[src/rtl/cps_pkg.sv]
// Package for the multi-channel gated event counter.
// Holds the default channel count, count width and window length, plus a
// helper that sizes the gate timer from the window length.
package cps_pkg;

   localparam int unsigned NCH_DEF         = 4;
   localparam int unsigned CW_DEF          = 16;
   localparam int unsigned GATE_CYCLES_DEF = 67108864;

   // Timer width: enough bits to hold 0 .. gate-1.
   function automatic int unsigned timer_width(input int unsigned gate);
      return $clog2(gate);
   endfunction

endpackage

[src/rtl/cps_edge_sync.sv]
// One trigger channel: 2-flop synchroniser plus rising-edge detector.
// Ports:
//   clk    - sole clock
//   reset  - asynchronous active-low reset
//   trg    - asynchronous event input
//   pulse  - registered one-cycle pulse per synchronised rising edge
module cps_edge_sync (
   input  logic clk,
   input  logic reset,
   input  logic trg,
   output logic pulse
);

   logic [1:0] sync;
   logic       prev;
   logic [1:0] warm;

   // The sync flops come out of reset as 0, so the edge detector stays
   // disarmed until prev holds a genuine sample of trg; a trigger held high
   // through reset release therefore never looks like a rising edge.
   always_ff @(posedge clk or negedge reset) begin
      if (!reset) begin
         sync  <= '0;
         prev  <= 1'b0;
         warm  <= '0;
         pulse <= 1'b0;
      end else begin
         sync  <= {sync[0], trg};
         prev  <= sync[1];
         if (warm != 2'd3) begin
            warm <= warm + 2'd1;
         end
         pulse <= (warm == 2'd3) && sync[1] && !prev;
      end
   end

endmodule

[src/rtl/cps_counter_mc.sv]
// Multi-channel gated event counter.
// Each channel counts synchronised trigger edges over a fixed window of
// GATE_CYCLES clocks; at the end of each window the saturating counts and
// saturation flags are latched and flagged to a consumer with valid/ack.
// Ports:
//   clk      - sole clock
//   reset    - asynchronous active-low reset
//   trg      - NCH asynchronous event inputs
//   clr      - synchronous window restart
//   ack      - consumer acknowledge of the held result
//   cnt      - latched counts, channel i at [i*CW +: CW]
//   sat      - latched per-channel saturation flags
//   valid    - result held and not yet acknowledged
//   overrun  - a new result replaced an unacknowledged one
//   wflag    - one-cycle pulse on every result update
module cps_counter_mc
   import cps_pkg::*;
#(
   parameter int unsigned NCH         = NCH_DEF,
   parameter int unsigned CW          = CW_DEF,
   parameter int unsigned GATE_CYCLES = GATE_CYCLES_DEF
) (
   input  logic              clk,
   input  logic              reset,
   input  logic [NCH-1:0]    trg,
   input  logic              clr,
   input  logic              ack,
   output logic [NCH*CW-1:0] cnt,
   output logic [NCH-1:0]    sat,
   output logic              valid,
   output logic              overrun,
   output logic              wflag
);

   localparam int unsigned    TW   = timer_width(GATE_CYCLES);
   localparam logic [TW-1:0]  TERM = TW'(GATE_CYCLES - 1);

   logic [NCH-1:0]    pulse;
   logic [TW-1:0]     timer;
   logic [TW-1:0]     timer_nx;
   logic [CW-1:0]     acc      [NCH];
   logic [CW-1:0]     acc_nx   [NCH];
   logic [CW-1:0]     bumped   [NCH];
   logic [NCH-1:0]    at_max;
   logic [NCH-1:0]    hit;
   logic [NCH-1:0]    sticky;
   logic [NCH-1:0]    sticky_nx;
   logic [NCH*CW-1:0] cnt_nx;
   logic [NCH-1:0]    sat_nx;
   logic              valid_nx;
   logic              overrun_nx;
   logic              wflag_nx;
   logic              terminal;
   logic              update;

   // Per-channel synchroniser and edge detector.
   for (genvar g = 0; g < NCH; g++) begin : g_ch
      cps_edge_sync u_sync (
         .clk   (clk),
         .reset (reset),
         .trg   (trg[g]),
         .pulse (pulse[g])
      );
   end

   assign terminal = (timer == TERM);
   // clr wins over the terminal-cycle latch.
   assign update   = terminal && !clr;

   // Saturating increment of each accumulator by its edge pulse.
   always_comb begin
      at_max = '0;
      hit    = '0;
      for (int unsigned i = 0; i < NCH; i++) begin
         at_max[i] = (acc[i] == {CW{1'b1}});
         hit[i]    = pulse[i] & at_max[i];
         bumped[i] = (pulse[i] && !at_max[i]) ? acc[i] + CW'(1) : acc[i];
      end
   end

   // Next-state for timer, accumulators and result registers.
   always_comb begin
      timer_nx   = terminal ? '0 : timer + TW'(1);
      acc_nx     = acc;
      sticky_nx  = sticky;
      cnt_nx     = cnt;
      sat_nx     = sat;
      valid_nx   = valid;
      overrun_nx = overrun;
      wflag_nx   = update;

      for (int unsigned i = 0; i < NCH; i++) begin
         if (terminal) begin
            // A pulse in the terminal cycle belongs to the closing window.
            cnt_nx[i*CW +: CW] = bumped[i];
            sat_nx[i]          = sticky[i] | hit[i];
            acc_nx[i]          = '0;
            sticky_nx[i]       = 1'b0;
         end else begin
            acc_nx[i]    = bumped[i];
            sticky_nx[i] = sticky[i] | hit[i];
         end
      end

      if (clr) begin
         timer_nx  = '0;
         sticky_nx = '0;
         cnt_nx    = cnt;
         sat_nx    = sat;
         for (int unsigned i = 0; i < NCH; i++) begin
            acc_nx[i] = '0;
         end
      end

      if (update) begin
         valid_nx = 1'b1;
      end else if (ack) begin
         valid_nx = 1'b0;
      end

      if (update && valid && !ack) begin
         overrun_nx = 1'b1;
      end else if (ack) begin
         overrun_nx = 1'b0;
      end
   end

   // State and output registers.
   always_ff @(posedge clk or negedge reset) begin
      if (!reset) begin
         timer   <= '0;
         sticky  <= '0;
         cnt     <= '0;
         sat     <= '0;
         valid   <= 1'b0;
         overrun <= 1'b0;
         wflag   <= 1'b0;
         for (int unsigned i = 0; i < NCH; i++) begin
            acc[i] <= '0;
         end
      end else begin
         timer   <= timer_nx;
         sticky  <= sticky_nx;
         cnt     <= cnt_nx;
         sat     <= sat_nx;
         valid   <= valid_nx;
         overrun <= overrun_nx;
         wflag   <= wflag_nx;
         for (int unsigned i = 0; i < NCH; i++) begin
            acc[i] <= acc_nx[i];
         end
      end
   end

endmodule

[config.mk]
export PLATFORM = sky130hd
export DESIGN_NAME = cps_counter_mc
export DESIGN_NICKNAME = d
export VERILOG_FILES = /design/src/rtl/cps_pkg.sv /design/src/rtl/cps_edge_sync.sv /design/src/rtl/cps_counter_mc.sv
export SDC_FILE = /design/constraint.sdc
export NUM_CORES = 1
export LEC_CHECK = 0
export ABC_CLOCK_PERIOD_IN_PS = 2000
export BUFFER_PORTS_ARGS = -buffer_cell sky130_fd_sc_hd__buf_2
export CAP_MARGIN = 20
export CORE_ASPECT_RATIO = 1.2
export CORE_MARGIN = 4
export CORE_UTILIZATION = 53
export CTS_CLUSTER_SIZE = 14
export DETAILED_ROUTE_END_ITERATION = 10
export PLACE_DENSITY = 0.73
export SETUP_SLACK_MARGIN = 0.15
export SYNTH_ARGS = -nofsm -noshare
export SYNTH_HDL_FRONTEND = slang
export SYNTH_SLANG_ARGS = --single-unit
[constraint.sdc]
create_clock -name clk -period 2 [get_ports clk]
set_input_delay 0.2 -clock clk [delete_from_list [all_inputs] [get_ports clk]]
set_output_delay 0.2 -clock clk [all_outputs]
set_load 0.02 [all_outputs]
**Yosys cells after proc, flatten, opt, wreduce, memory -nomap -nowiden**

Index checks and enable logic that the tools add are counted.

- Register bits: 189
- Latch bits: 0
- RAM bits: 0
- Memory bits (read-only): 0
- Input bits: 8
- Memories: 0

- $add $sub $neg: 9
- Multiply operators: 0
- Divide/modulo/power cells: 0
- Magnitude comparators: 0
- Equality and inequality tests: 13
- Shift-type cells: 0
- Muxes and demuxes: 19
- Bitwise operators: 9
- Reduce and logical (&&, ||, !) cells: 28

Operators with widths:

| cell | number |
|---|---|
| $mux W16 | 8 |
| $add A16 B1 Y16 const B | 4 |
| $eq A16 B16 Y1 const B | 4 |
| $mux W64 | 1 |
| $mux W26 | 2 |
| $add A26 B1 Y26 const B | 1 |
| $eq A26 B26 Y1 const B | 1 |
| $logic_and A1 B1 Y1 | 15 |
| $logic_not A1 Y1 | 10 |
| $add A2 B1 Y2 const B | 4 |
| $eq A2 B2 Y1 const B | 4 |
| $ne A2 B2 Y1 const B | 4 |
| $mux W1 | 7 |
| $and A1 B1 Y1 | 4 |
| $mux W4 | 1 |
| $or A1 B1 Y1 | 4 |
| $reduce_bool A2 Y1 | 2 |
| $reduce_and A2 Y1 | 1 |
| $not A1 Y1 | 1 |

**Longest topological paths before layout**

- Depth in word-level cells: 6
- Gate-level depth with buffers: 9
- Depth with buffers taken out: 7

**Cells and area by module**

From an unflattened synthesis, not the netlist that was laid out.

- Cell total of the unflattened synthesis: 775
- Area, all modules: 8102.8 um2

By module, submodules not included:

| module | instances | cells an instance | area each (um2) | seq. area each (um2) |
|---|---|---|---|---|
| cps_counter_mc | 1 | 735 | 7317.0 | 4129.0 |
| cps_edge_sync | 4 | 10 | 196.4 | 150.1 |

**Least setup slack after synthesis**

OpenSTA, ideal clock, no wires.

- Kind: register to register
- Start: register timer[0]
- End: register cnt[18]
- Library setup time: 0.127 ns
- Arrival time: 1.701 ns
- Required time: 1.873 ns
- Path slack: 0.171 ns
- Stages on the path, launching flop included: 9
- Path buffers: 2
- Period minus slack after synthesis: 1.829 ns
- Path through: dfrtp_1 > ha_1 > nand4_2 > nor3_4 > nand4_2 > buf_2 > buf_2 > nand2_1 > o21ai_1

- Cells in the longest elaborated chain, start to end: 2

RTL lines:

| what | line | source |
|---|---|---|
| start, declared | cps_counter_mc.sv:39 | `logic [TW-1:0] timer;` |
| start signal, assigned | cps_counter_mc.sv:142 | `timer <= timer_nx;` |
| $eq A26 B26 Y1 | cps_counter_mc.sv:66 | `assign terminal = (timer == TERM);` |
| $reduce_and A2 Y1 (no source line) | -- |  |
| end signal, assigned | cps_counter_mc.sv:144 | `cnt <= cnt_nx;` |
| end, declared | cps_counter_mc.sv:28 | `output logic [NCH*CW-1:0] cnt,` |

Every way passes these cells.
A chain may end at the register's enable or synchronous reset.

**Worst setup path in the final report**

- Start: register timer[0]
- End: register cnt[1]

The elaborated chain is that of the path after synthesis.

==> parameters.txt <==
Parameter                              Value

Status
  Result of the run    finished, final reports clean

Logic synthesis
  Number of warnings issued by yosys    0
  Number of library cell types mapped by synthesis    46
  Prevailing post-synth register cell    sky130_fd_sc_hd__dfrtp_1
  Cell count after synthesis    774
  Sequential cell area fraction in the yosys report    58.2%
  Net count after synthesis    791
  Ys async rst share    100%
  Number of enable-type register cells in the synthesized netlist    0
  Average size of a mapped cell    10.5 µm²
  Number of register bits inferred by synthesis    189
  Mapped Area    0.00812 mm²

Setup path
  Crit path capture type    flop
  R2R Setup Slk    0.15 ns
  Type of origin of the critical path    flop
  CP dominant cell by count    sky130_fd_sc_hd__nand4_4
  WP buf/inv    2
  R2R cell count    8
  Startpoint of the lowest-slack register-to-register path    timer[0]
  Worst reg2reg endpoint    cnt[1]
  Crit path largest cell delay    0.42 ns
  Maximum fanout along the worst path    19
  Cell at the slowest stage of the critical path    sky130_fd_sc_hd__dfrtp_1
  Worst Path Class, Setup    flop to flop
  Arrival time worst endpoint    2.17 ns
  Data required time at the worst endpoint    2.32 ns
  Worst path cell trace    ha_4 -> nand4_4 -> nor3_4 -> nand4_4 -> buf_12 -> clkbuf_16 -> nand2_1 -> o21ai_1
  Top delay family on crit path    simple AND/OR/NAND/NOR gates

Floorplan
  Number of rows created at floorplan    49
  Floorplan die width    121 µm
  Die ar.    0.0174 mm²
  Effective utilization at floorplan    54.1%
  Vertical die dimension    144 µm
  Core footprint    0.0150 mm²
  Ports placed on the boundary    79

Global routing
  Routing usage on met2    31.6%
  Global routing usage on met1    25.5%
  Met3 track demand over resource    4.02%
  Maximum number of pins on one net before global-route repair    77
  Total Routing Usage GR    19.3%
  Global route overflow    0
  Initial antenna violation count    0
  Number of global-route vias before repair    5,654
  First-pass GRT wire length    27,000 µm
  Most Crowded Layer GR    met2

Pwr
  Leakage power    0.00462 µW
  Power per unit of standard cell area    763 mW/mm²
  Worst voltage drop across the vdd grid    0.000545 V

Final layout
  Commonest non-fill, non-tap cell in the layout    sky130_fd_sc_hd__dfrtp_1
  Most frequent cells in the layout    sky130_fd_sc_hd__dfrtp_1 (188), sky130_fd_sc_hd__nor2_1 (114), sky130_fd_sc_hd__nand2_1 (102)
  Fill cell count    1,120
  Diodes inserted    0
  Number of cells in the finished layout apart from fillers    1,112
  Area overhead of the layout relative to synthesis    23.5%
  Number of nets in the layout    912
  Share of layout cells above drive strength 1    22.0%

Clock network
  TritonCTS clock tree    yes
  Clock input transition at the sequential cells of the worst setup and hold paths    0.07 ns
  Maximum level of the CTS H-tree    4
  Max clock buf depth    2
  Clock root buffer    sky130_fd_sc_hd__clkbuf_16
  Clock latency of the later-clocked register in the worst-skew pair    0.44 ns
  Clock sinks    189
  Cts bufs inserted    17

Routing
  Detailed Route Iter0 Violations    460
  Remaining DRCs    0
  Remaining antenna violation count    0
  Post-detailed-routing wire length    17,800 µm
  Detailed-route wire length per cell    16.0 µm
  Routed vias/inst    5.40
  Total number of vias    6,004
  Number of optimization iterations in the first detailed-route pass    4

STA
  Setup TNS    0 ns
  Post-route clock skew    0.0141 ns
  Actual transition at the worst max-transition pin    0.512 ns
  Number of pins exceeding their max-slew limit in the final report    0
  Min Tclk post-route    1.85 ns
  Worst slew margin relative to its limit    65.6%
  Final-report hold violation count    0
  Fmax    540 MHz
  Setup repair after global routing missed its margin    true
  Final count of negative-setup-slack endpoints    0
  Post-route fraction of the period consumed by the critical path    92.6%

Placed design
  Placed Cells    1,049
  I/O Buffers    78
  Gpl congestion    0.857
  Detail Placement HPWL    10,400 µm

Min path
  Worst min-delay path class    input pin to async pin

Flow run
  Max-cap violations    0
area by class of cell:
cell class / instances / area (µm²) / area share (%)
clock buffers: 19 / 453 / 4.52
clock inverters: 13 / 176 / 1.76
inverters: 11 / 41.3 / 0.412
multi-input cells: 545 / 3330 / 33.2
flip-flops and latches: 189 / 4730 / 47.2
well taps: 204 / 255 / 2.54
repair buffers: 131 / 1040 / 10.4
stage by stage:
step	worst slack (ns)	hold slack (ns)	power [µW]	cell area, µm²	utilization [%]
finish	0.147	0.293	7660	10000	66.8
global route	0.0422	0.329	7950	10000	66.8
CTS	0.152	0.305	7730	9570	63.7
detailed placement	0.137	0.205	4150	8830	58.8
global placement	0.161	0.207	4140	8830	58.8
floorplan	0.171	-0.0956	4030	8120	-
cell usage after synthesis (2+ instances only):
library cell               instances  area [µm²]
sky130_fd_sc_hd__dfrtp_1         189        4730
sky130_fd_sc_hd__nor2_1          117         439
sky130_fd_sc_hd__nand2_1         103         387
sky130_fd_sc_hd__o21ai_1          55         275
sky130_fd_sc_hd__xnor2_1          35         307
sky130_fd_sc_hd__nand3_1          34         170
sky130_fd_sc_hd__xor2_1           32         280
sky130_fd_sc_hd__nand4_1          31         194
sky130_fd_sc_hd__o21ai_0          25         125
sky130_fd_sc_hd__buf_2            14        70.1
sky130_fd_sc_hd__nor3_1           14        70.1
sky130_fd_sc_hd__mux2i_1          12         120
sky130_fd_sc_hd__and4_1           11        96.3
sky130_fd_sc_hd__inv_1            11        41.3
sky130_fd_sc_hd__and3_1           10        62.6
sky130_fd_sc_hd__buf_6            10         113
sky130_fd_sc_hd__ha_1              9         113
sky130_fd_sc_hd__nor4_1            8        50.1
sky130_fd_sc_hd__a21oi_1           6        30.0
sky130_fd_sc_hd__mux2_2            5        56.3
sky130_fd_sc_hd__nand2b_1          5        31.3
sky130_fd_sc_hd__nand4_2           4        50.1
sky130_fd_sc_hd__a31oi_1           3        18.8
sky130_fd_sc_hd__clkbuf_1          3        11.3
sky130_fd_sc_hd__nor4b_1           3        26.3
sky130_fd_sc_hd__a21o_1            2        15.0
sky130_fd_sc_hd__buf_4             2        15.0
sky130_fd_sc_hd__nor4_4            2        42.5
sky130_fd_sc_hd__o21bai_1          2        15.0
sequential cells by signal, summed over array words and instances (netlist names):
signal	cells
g_ch.u_sync.sync	8
acc	64
g_ch.u_sync.prev	4
valid	1
g_ch.u_sync.pulse	4
sat	4
wflag	1
g_ch.u_sync.warm	8
overrun	1
cnt	64
sticky	4
timer	26
per-layer routing:
| layer | routed length, µm | part of all wire (%) | up-vias |
|---|---|---|---|
| met1 | 7760 | 44 | 2949 |
| met4 | 269 | 1.5 | 0 |
| met3 | 758 | 4.3 | 21 |
| met2 | 9020 | 51 | 128 |
| li1 | - | - | 2906 |
| met5 | 0 | 0 | - |
timing repair:
action / 4_1_cts / 5_1_grt
hold endpoints to repair: 65 / 0
hold buffers: 7 / 0
setup buffers: 4 / 11
endpoints found under the setup margin: 73 / 162
cloned: 0 / 9
pin swaps: 1 / 24
resized for setup: 2 / 42
cell families after synthesis:
kind of cell,after synthesis,share of synthesized area (%)
and+or+nand+nor,352,21.0
DFF,189,58.2
buffers and inverters,40,3.08
xor gates and xnor gates,67,7.23
AOI/OAI and AO/OA,100,6.92
muxes,17,2.17
adders and majority gates,9,1.39
worst max path at each step:
stage,cells past startpoint,end,start,slack [ns]
floorplan,8,cnt[18],timer[0],0.17
global placement,6,acc[34],timer[0],0.16
detailed placement,6,acc[26],timer[0],0.14
CTS,7,cnt[9],acc[48],0.15
global route,8,cnt[29],timer[0],0.04
finish,8,cnt[1],timer[0],0.15
where the power goes:
| part | internal (µW) | switching, µW | total (µW) |
|---|---|---|---|
| clock | 2070 | 1490 | 3560 |
| sequential | 3850 | 30.5 | 3880 |
| combinational | 74.6 | 143 | 218 |
| total | 5990 | 1660 | 7660 |
Power figures use the tool's default switching activity.
